$ cat config.mk
export PLATFORM = sky130hd
export DESIGN_NAME = if_prefetch_queue
export DESIGN_NICKNAME = d
export VERILOG_FILES = /design/src/rtl/if_prefetch_queue.sv
export SDC_FILE = /design/constraint.sdc
export NUM_CORES = 1
export LEC_CHECK = 0
export BUFFER_PORTS_ARGS = -buffer_cell sky130_fd_sc_hd__buf_2
export CAP_MARGIN = 25
export CORE_MARGIN = 2
export CORE_UTILIZATION = 40
export CTS_CLUSTER_DIAMETER = 80
export DETAILED_ROUTE_END_ITERATION = 10
export GPL_TIMING_DRIVEN = 1
export PLACE_DENSITY = 0.66
export SLEW_MARGIN = 20
export SYNTH_ARGS = -nofsm -noshare
export SYNTH_HDL_FRONTEND = slang
export SYNTH_SLANG_ARGS = --single-unit
$ cat constraint.sdc
create_clock -name clk -period 3.2 [get_ports clk]
set_input_delay 0.32 -clock clk [delete_from_list [all_inputs] [get_ports clk]]
set_output_delay 0.32 -clock clk [all_outputs]
set_load 0.005 [all_outputs]
$ cat src/rtl/if_prefetch_queue.sv
// if_prefetch_queue: PC-owning fetch front end; issues ROM reads, buffers {addr, inst} in a FIFO, hands them to decode via valid/ready, flushes on jump.
//   clk, rst (async, active-low)
//   jump_en_i/jump_addr_i: redirect; hold_flag_i: blocks pop only
//   rom_req_o/rom_addr_o/rom_inst_i: one-cycle-latency instruction ROM
//   inst_valid_o/inst_o/inst_addr_o/inst_ready_i: decode handshake; count_o: FIFO occupancy
module if_prefetch_queue #(
  parameter int DEPTH = 4,
  parameter int ADDR_W = 32,
  parameter logic [ADDR_W-1:0] RESET_PC = '0,
  parameter logic [31:0] NOP_INST = 32'h00000013
) (
  input  logic                      clk,
  input  logic                      rst,
  input  logic                      jump_en_i,
  input  logic [ADDR_W-1:0]         jump_addr_i,
  input  logic                      hold_flag_i,
  output logic                      rom_req_o,
  output logic [ADDR_W-1:0]         rom_addr_o,
  input  logic [31:0]               rom_inst_i,
  output logic                      inst_valid_o,
  output logic [31:0]               inst_o,
  output logic [ADDR_W-1:0]         inst_addr_o,
  input  logic                      inst_ready_i,
  output logic [$clog2(DEPTH):0]    count_o
);
  localparam int AW = $clog2(DEPTH);
  localparam int CW = AW + 1;
  localparam logic [CW:0] LIM = (CW+1)'(DEPTH);
  logic [ADDR_W-1:0] pc, inflight_addr;
  logic [ADDR_W-1:0] fifo_addr [DEPTH];
  logic [31:0] fifo_inst [DEPTH];
  logic [AW-1:0] wr_ptr, rd_ptr;
  logic [CW-1:0] count;
  logic [CW:0] occ;
  logic inflight, kill, push, pop;
  // Reserve a slot for the outstanding read so a response never lands on a full FIFO.
  assign occ = {1'b0, count} + {{CW{1'b0}}, inflight};
  assign rom_req_o = rst & ~jump_en_i & (occ < LIM);
  assign rom_addr_o = pc;
  assign push = inflight & ~kill & ~jump_en_i;
  assign pop = inst_valid_o & inst_ready_i & ~hold_flag_i & ~jump_en_i;
  assign inst_valid_o = count != '0;
  assign inst_o = inst_valid_o ? fifo_inst[rd_ptr] : NOP_INST;
  assign inst_addr_o = inst_valid_o ? fifo_addr[rd_ptr] : '0;
  assign count_o = count;
  always_ff @(posedge clk or negedge rst) begin
    if (!rst) begin
      pc <= RESET_PC;
      inflight_addr <= '0;
      wr_ptr <= '0;
      rd_ptr <= '0;
      count <= '0;
      inflight <= 1'b0;
      kill <= 1'b0;
    end else if (jump_en_i) begin
      pc <= {jump_addr_i[ADDR_W-1:2], 2'b00};
      wr_ptr <= '0;
      rd_ptr <= '0;
      count <= '0;
      kill <= inflight;
      inflight <= 1'b0;
    end else begin
      if (rom_req_o) begin
        pc <= pc + ADDR_W'(4);
        inflight_addr <= pc;
        kill <= 1'b0;
      end
      inflight <= rom_req_o;
      if (push) wr_ptr <= wr_ptr + AW'(1);
      if (pop) rd_ptr <= rd_ptr + AW'(1);
      count <= count + CW'(push) - CW'(pop);
    end
  end
  always_ff @(posedge clk) begin
    if (push) begin
      fifo_addr[wr_ptr] <= inflight_addr;
      fifo_inst[wr_ptr] <= rom_inst_i;
    end
  end
endmodule

== Word-level counts from Yosys, hierarchy flattened ==
Memories as Yosys holds them, arrays and structs flattened.
Index checks and enable logic that the tools add are counted.

* Bitwise logic cells: 10
* Order comparisons: 1
* Muxes and demuxes: 14
* Reductions and logical operators: 5
* $add $sub $neg: 6

{| class="wikitable"
|+ Operator list
! operator !! number
|-
| 32-bit two-way mux || 4
|-
| 32-bit by 3-bit adder with 32-bit output (second input constant) || 1
|-
| 2-bit two-way mux || 4
|-
| 1-bit AND || 7
|-
| 2-bit nonzero test || 3
|-
| 1-bit two-way mux || 5
|-
| 2-bit by 1-bit adder with 2-bit output (second input constant) || 2
|-
| 3-bit by 1-bit adder with 4-bit output || 1
|-
| 4-bit by 3-bit < comparator with 1-bit output (second input constant) || 1
|-
| 3-bit by 1-bit adder with 3-bit output || 1
|-
| 3-bit two-way mux || 1
|-
| 1-bit inverter || 3
|-
| 3-bit nonzero test || 1
|-
| 3-bit by 1-bit subtractor with 3-bit output || 1
|-
| 2-bit AND reduction || 1
|}

* Bits in registers: 73
* Word-level logic and storage cells: 45
* Memories: 2
* Output and inout bits: 101
* RAM bits: 256

{| class="wikitable"
|+ Memories
! memory !! depth !! width !! rd ports !! clocked after memory_dff !! wr ports !! RTL line !! text
|-
| fifo_addr || 4 || 32 || 1 || 0 || 1 || 30 || <nowiki>logic [ADDR_W-1:0] fifo_addr [DEPTH];</nowiki>
|-
| fifo_inst || 4 || 32 || 1 || 0 || 1 || 31 || <nowiki>logic [31:0] fifo_inst [DEPTH];</nowiki>
|}

== Depth between registers and ports, before layout ==
Gate-level depths: netlist (run 1).

* Depth in word-level cells: 6
* Gate-level depth with buffers: 11
* Depth with buffers taken out: 10

== Worst setup path before layout (run 1) ==
Ideal clock, no wire load.

* Path type: input to register
* Start: input port jump_en_i
* End: memory fifo_addr[0][10], enable pin
* Required time: 2773 ps
* Arrival time: 2380 ps
* Stages on the path: 4
* Setup time: 427 ps
* Setup slack: 394 ps
* Path buffers: 2
* Cells stage by stage: clkbuf_1 -> clkbuf_1 -> nor2_1 -> and2_1

* Word-level cells in the longest chain between the ends: 4

{| class="wikitable"
|+ Ends and longest elaborated chain
! item !! RTL line !! text
|-
| start: declaration || 14 || <nowiki>input logic jump_en_i,</nowiki>
|-
| 1-bit inverter (no source line) || - ||
|-
| 1-bit AND || 40 || <nowiki>assign push = inflight & ~kill & ~jump_en_i;</nowiki>
|-
| 1-bit two-way mux || 75 || <nowiki>if (push) begin</nowiki>
|-
| 1-bit two-way mux (not written as such) || 76 || <nowiki>fifo_addr[wr_ptr] <= inflight_addr;</nowiki>
|-
| end: declaration || 30 ||
|}

Every way passes these cells.

== Worst setup path after layout (run 1) ==
* Start: register count[1] (netlist: count_o[1])
* End: output port inst_addr_o[15]

* Word-level cells in the longest chain between the ends: 2

{| class="wikitable"
|+ Ends and longest elaborated chain
! item !! RTL line !! text
|-
| start: declaration || 33 || <nowiki>logic [CW-1:0] count;</nowiki>
|-
| start signal: assignment || 71 || <nowiki>count <= count + CW'(push) - CW'(pop);</nowiki>
|-
| 3-bit nonzero test || 42 || <nowiki>assign inst_valid_o = count != '0;</nowiki>
|-
| 32-bit two-way mux || 44 || <nowiki>assign inst_addr_o = inst_valid_o ? fifo_addr[rd_ptr] : '0;</nowiki>
|-
| end: declaration || 22 || <nowiki>output logic [ADDR_W-1:0] inst_addr_o,</nowiki>
|}

Every way passes these cells.

==> results of run 1 <==
## per-layer routing
layer	wire length, µm	track usage
met3	1650	0.0347
met2	13500	0.281
met5	0	0
met1	12200	0.231
met4	368	0.0358
## final cells by class
| cell class | count | area, µm² |
|---|---|---|
| clock buffer | 47 | 993 |
| inverter | 13 | 48.8 |
| tap | 402 | 503 |
| fill | 2672 | 16100 |
| multi-input combinational | 357 | 3460 |
| sequential | 317 | 9180 |
| timing repair buffer | 187 | 1100 |
| clock inverter | 15 | 134 |
## stage by stage
stage               hold WS [ps]  setup slack [ps]   util  power (mW)  instance area (µm²)
floorplan                   24.4               394      -        5.75                12800
global placement             282               513  0.451        6.34                14200
detailed placement           288               483  0.451        6.37                14200
CTS                         2.85               233  0.489        10.3                15400
global route                9.04               140  0.489        10.6                15400
finish                      27.8               312  0.489        10.1                15400
## critical path, delay by kind of cell (launching register included)
kind / cells / cell delay [ps]
AND/OR/NAND/NOR: 2 / 810
buffers and inverters: 3 / 780
flip-flops: 1 / 460
## cell usage after synthesis (2+ instances only)
library cell    n  area [µm²]
edfxtp_1      248        7450
buf_2          12        60.1
ha_1            8         100
mux4_2         62        1400
nand2_1        32         120
xnor2_1        13         114
nand3_1        18        90.1
a31oi_1         3        18.8
dfrtp_1        69        1730
nor3_1          5        25.0
o21ai_0        23         115
buf_4           5        37.5
xor2_1         16         140
nor2_1         17        63.8
mux2_2         33         372
nand4_1        19         119
and2_1         66         413
o21ai_1         3        15.0
or2_2           3        18.8
nand3_2         2        20.0
and3_1          2        12.5
clkbuf_1       20        75.1
nor3b_1         2        15.0
mux2i_1         2        20.0
or3_1           2        12.5
inv_1          12        45.0
nand2b_1        2        12.5
nand3b_1        2        15.0
## kinds of logic (layout without fill, tap and decap cells)
kind of cell / after synthesis / after routing / share of synthesized area
buffers and inverters: 51 / 262 / 0.0175
adders and majority gates: 9 / 9 / 0.00936
and+or+nand+nor: 182 / 182 / 0.0820
AOI/OAI and AO/OA: 36 / 36 / 0.0171
DFF: 317 / 317 / 0.715
muxes: 97 / 97 / 0.139
xor gates and xnor gates: 29 / 29 / 0.0198
other: 1 / 4 / 0.000292
## worst max path at each step
stage | start | to | slack, ps | depth (start not counted)
after floorplan | jump_en_i | fifo_addr[0][10] | 390 | 4
after global placement | count_o[1] | count_o[2] | 510 | 10
after detailed placement | count_o[1] | count_o[2] | 480 | 10
after CTS | count_o[1] | inst_addr_o[2] | 230 | 5
after global routing | count_o[0] | inst_addr_o[2] | 140 | 5
final | count_o[1] | inst_addr_o[15] | 310 | 5
## registers in the layout (all words and copies together) (netlist names)
signal	count
fifo_addr	120
inflight_addr	30
kill	1
fifo_inst	128
count_o	3
rd_ptr	2
wr_ptr	2
rom_addr_o	30
inflight	1
## repair_timing
item / in CTS / in global routing
endpoints found under the setup margin: 0 / 0
endpoints found under the hold margin: 30 / 0
hold buffers: 5 / 0
## where the power goes
part | internal, mW | switching, mW
clock network | 2.34 | 1.54
registers | 4.81 | 0.266
logic | 0.596 | 0.591
total | 7.75 | 2.39
==> out/metrics.yaml, run 1 <==
finish:
  area_growth_pct: 20.2
  diodes: 0
  final_cell_mix: "edfxtp_1 (248), buf_2 (162), dfrtp_1 (67)"
  nNetsFinal: 988
  drive_above_1_share: 0.373
  stdcell_count: 1338
  mostFrequentLayoutCell: "edfxtp_1"
global_route:
  antenna_found_initial: 0
  grt_overflow: 0
  grt_pass1_vias: 7277
  grt_max_degree: 61
  grt_pass1_wl_um: 43000
  grt_usage: 0.169
yosys:
  synth_area_um2: 12800
  synth.avg_cell_area_um2: 17.8
  synthDistinctLibCells: 49
  synthArstFlopShare: 0.218
  synth-seq-cells: 317
  synth_warnings: 0
  synth_edf_count: 248
  synth_ff_type: "edfxtp_1"
  synthCells: 722
  ys_seq_area_frac: 0.715
placed_design:
  port_buffers: 163
  dp.cells: 1271
  hpwl_um: 17300
  gp_congestion: 0.752
clock_tree:
  cts_tree: "built"
  htree_levels: 2
  cts_buffers: 34
  cts_resized: 0
  insertion_delay_ps: 500
  root_buffer: "clkbuf_16"
  post_cts_buffers: 0
  clock_sinks: 317
  clock_path_buffers: 3
  clk_pin_slew_ps: 60
timing:
  max_slew.worst_pin.slew_ps: 710
  fin_worst_skew_ps: 16.0
  finalSetupTns_ps: 0
  rsz0062_at_grt: "no"
  slew_viol_final: 0
  fin_crit_sh: 0.902
  fmax_ghz: 0.346
  finalSetupViolations: 0
  max_slew_margin: 0.523
  period_needed_ps: 2890
  hold_violations: 0
worst_hold_path:
  holdCritStartpoint: "jump_addr_i[7]"
  hold_class: "in2reg"
  holdPathStages: 3
  min_to: "rom_addr_o[7]"
die:
  die_w_um: 183
  die_h_um: 183
  pin_count: 170
  core_um2: 31600
  die_area_um2: 33500
  row_count: 65
  start_util: 0.407
critical_path:
  path_class: "reg2out"
  r2r_start: "count_o[1]"
  worst_ep_required_time_ps: 2880
  arrival_ps: 2570
  worstSetupEndpointType: "output pin"
  regToRegSetupSlack_ps: 510
  rr_endpoint: "count_o[2]"
  cpPeakStageDelay_ps: 620
  cp_slowest_cell: "nor3_1"
  r2r_cells: 10
  critPathLaunchType: "flop"
  crit_chain: "nor3_1 -> inv_2 -> buf_12 -> and2_1 -> buf_2"
  path_max_fanout: 38
detailed_routing:
  route.detailed.drc: 0
  drt_iter0_drc: 462
  drt-pass1-iter-count: 4
  wirelength_um: 27700
  route.vias.total: 7013
  detail-route-antenna-nets: 0
  wire_per_inst_um: 20.7
  post_drt_via_cell_ratio: 5.24
pwr:
  cellPowerDensity_nw_per_um2: 658
  peakVddDrop_uv: 303
  p_leak_nw: 5.62
run_status:
  outcome: "complete, no violations"
flow_run:
  maxCapViolCount: 0
Note: power is estimated with default switching activity, not from simulation.
==> run 2: changes to the inputs <==
--- a/config.mk
+++ b/config.mk
@@ -14,5 +14,4 @@
 export GPL_TIMING_DRIVEN = 1
 export PLACE_DENSITY = 0.66
-export SLEW_MARGIN = 20
 export SYNTH_ARGS = -nofsm -noshare
 export SYNTH_HDL_FRONTEND = slang
==> constraint.sdc (replaced) <==
create_clock -name clk -period 3.22 [get_ports clk]
set_input_delay 0.644 -clock clk [delete_from_list [all_inputs] [get_ports clk]]
set_output_delay 0.644 -clock clk [all_outputs]
set_load 0.005 [all_outputs]
==> run 2 against run 1 <==
  * Cell count up 0.30%
  * Via count down 0.87%
  * Clock-buffer cell count up 4
  * Register-to-register slack better by 230 ps
  * Power down 2.8%
  * Critical path depth down 1
  * Non-clock buffer count up 4
  * Routed wire length down 0.15%
  * Die area unchanged
  * Clock power down 6.2%
  * Combinational power about the same
  * Critical endpoint is now inst_o[0]
==> out/metrics.yaml, run 2 (synthesized netlist as in run 1, its figures left out) <==
run_status:
  outcome: "complete, no violations"
finish:
  mostFrequentLayoutCell: "edfxtp_1"
  nNetsFinal: 993
  fin_area_um2: 15400
  post-route-util: 0.487
  largestRegisters: "fifo_inst x128, fifo_addr x120"
  largest_reg_flops: 128
  area_growth_pct: 19.6
  top_register: "fifo_inst"
  diodes: 0
  fillCellCount: 2724
  drive_above_1_share: 0.373
  final_cell_mix: "edfxtp_1 (248), buf_2 (162), dfrtp_1 (67)"
timing:
  finalSetupTns_ps: 0
  max_slew_margin: 0.415
  max_slew.worst_pin.slew_ps: 878
  holdWs_ps: 345
  hold_violations: 0
  fmax_ghz: 0.337
  period_needed_ps: 2970
  fin_crit_sh: 0.921
  finalSetupViolations: 0
  rsz0062_at_grt: "no"
  slew_viol_final: 0
  fin_worst_skew_ps: 14.1
clock_tree:
  clk_pin_slew_ps: 60
  clock_path_buffers: 3
  post_cts_buffers: 0
  htree_levels: 2
  insertion_delay_ps: 510
  cts_tree: "built"
  clock_sinks: 317
  root_buffer: "clkbuf_16"
  cts_buffers: 35
critical_path:
  crit_family: "flip-flops"
  path_class: "reg2out"
  cp_slowest_cell: "dfrtp_4"
  path_depth: 4
  worstSetupEndpointType: "output pin"
  regToRegSetupSlack_ps: 740
  crit_chain: "buf_12 -> mux4_2 -> or2_2 -> buf_2"
  worst_ep_required_time_ps: 2580
  critPathLaunchType: "flop"
  cpPeakStageDelay_ps: 560
  critPathBufInv: 2
  r2r_cells: 12
  arrival_ps: 2320
  path_max_fanout: 28
placed_design:
  port_buffers: 163
  placed_area_um2: 14300
  gp_congestion: 0.762
  hpwl_um: 17800
detailed_routing:
  route.detailed.drc: 0
  wire_per_inst_um: 20.6
  drt-pass1-iter-count: 5
  detail-route-antenna-nets: 0
  wirelength_um: 27700
  post_drt_via_cell_ratio: 5.18
  drt_iter0_drc: 472
  route.vias.total: 6952
worst_hold_path:
  hold_class: "in2reg"
  holdPathStages: 3
die:
  core_um2: 31600
  start_util: 0.407
  die_area_um2: 33500
  pin_count: 170
  row_count: 65
  die_h_um: 183
  die_w_um: 183
pwr:
  finalPower_mw: 9.86
  peakVddDrop_uv: 366
  cellPowerDensity_nw_per_um2: 642
  p_leak_nw: 5.60
global_route:
  grt_pass1_wl_um: 42700
  grt_overflow: 0
  grt_max_degree: 66
  antenna_found_initial: 0
  grt_pass1_vias: 7249
  grt_usage: 0.168
flow_run:
  maxCapViolCount: 0
## run 2: repair_timing
item | in CTS | in global routing
hold buffers | 1 | 0
gates resized for setup | 1 | 0
endpoints found under the hold margin | 4 | 0
endpoints found under the setup margin | 1 | 0
## run 2: final timing paths
| check | start | endpoint |
|---|---|---|
| max in group asynchronous | rst | rd_ptr[1] |
| max | rd_ptr[0] | inst_o[0] |
| min in group asynchronous | rst | count_o[0] |
| min | jump_addr_i[2] | rom_addr_o[2] |
| max reg2reg | count_o[1] | count_o[2] |
| min reg2reg | inflight_addr[22] | fifo_addr[3][22] |
## run 2: per-stage QoR
stage / setup slack, ps / instances
after global routing: 128 / 1342
after floorplan: 89.8 / 725
after detailed placement: 533 / 1279
final: 254 / 1342
after global placement: 565 / 1279
after CTS: 186 / 1342
## run 2: power by group
group          leakage, nW  internal (mW)  switching [mW]
Sequential            3.08           4.78           0.258
Clock                0.513           2.13            1.51
Combinational         2.00          0.587           0.592
## run 2: layer usage
layer  up-vias  routed length (µm)  global-route usage
met1      3515               12000               0.233
met4         0                 456              0.0400
li1       3169                   -                   -
met3        37                1740              0.0326
met2       231               13500               0.276
met5         -                   0                   0
## run 2: cell type report
type	instances	area, µm²	share of cell area
Tap cell	402	503	0.0328
Multi-Input combinational cell	357	3460	0.226
Sequential cell	317	9180	0.598
Timing Repair Buffer	191	1090	0.0712
Clock buffer	51	987	0.0643
Clock inverter	11	71.3	0.00465
Inverter	13	51.3	0.00334
## run 2: worst register-to-register path: stages (launching register included)
cell,delay [ps]
dfrtp_1,470
nor3_1,220
buf_4,200
nor3b_1,70
buf_4,140
and2_1,150
ha_1,280
inv_1,60
ha_1,130
inv_1,50
fa_1,370
xnor2_1,160
nor2_1,50
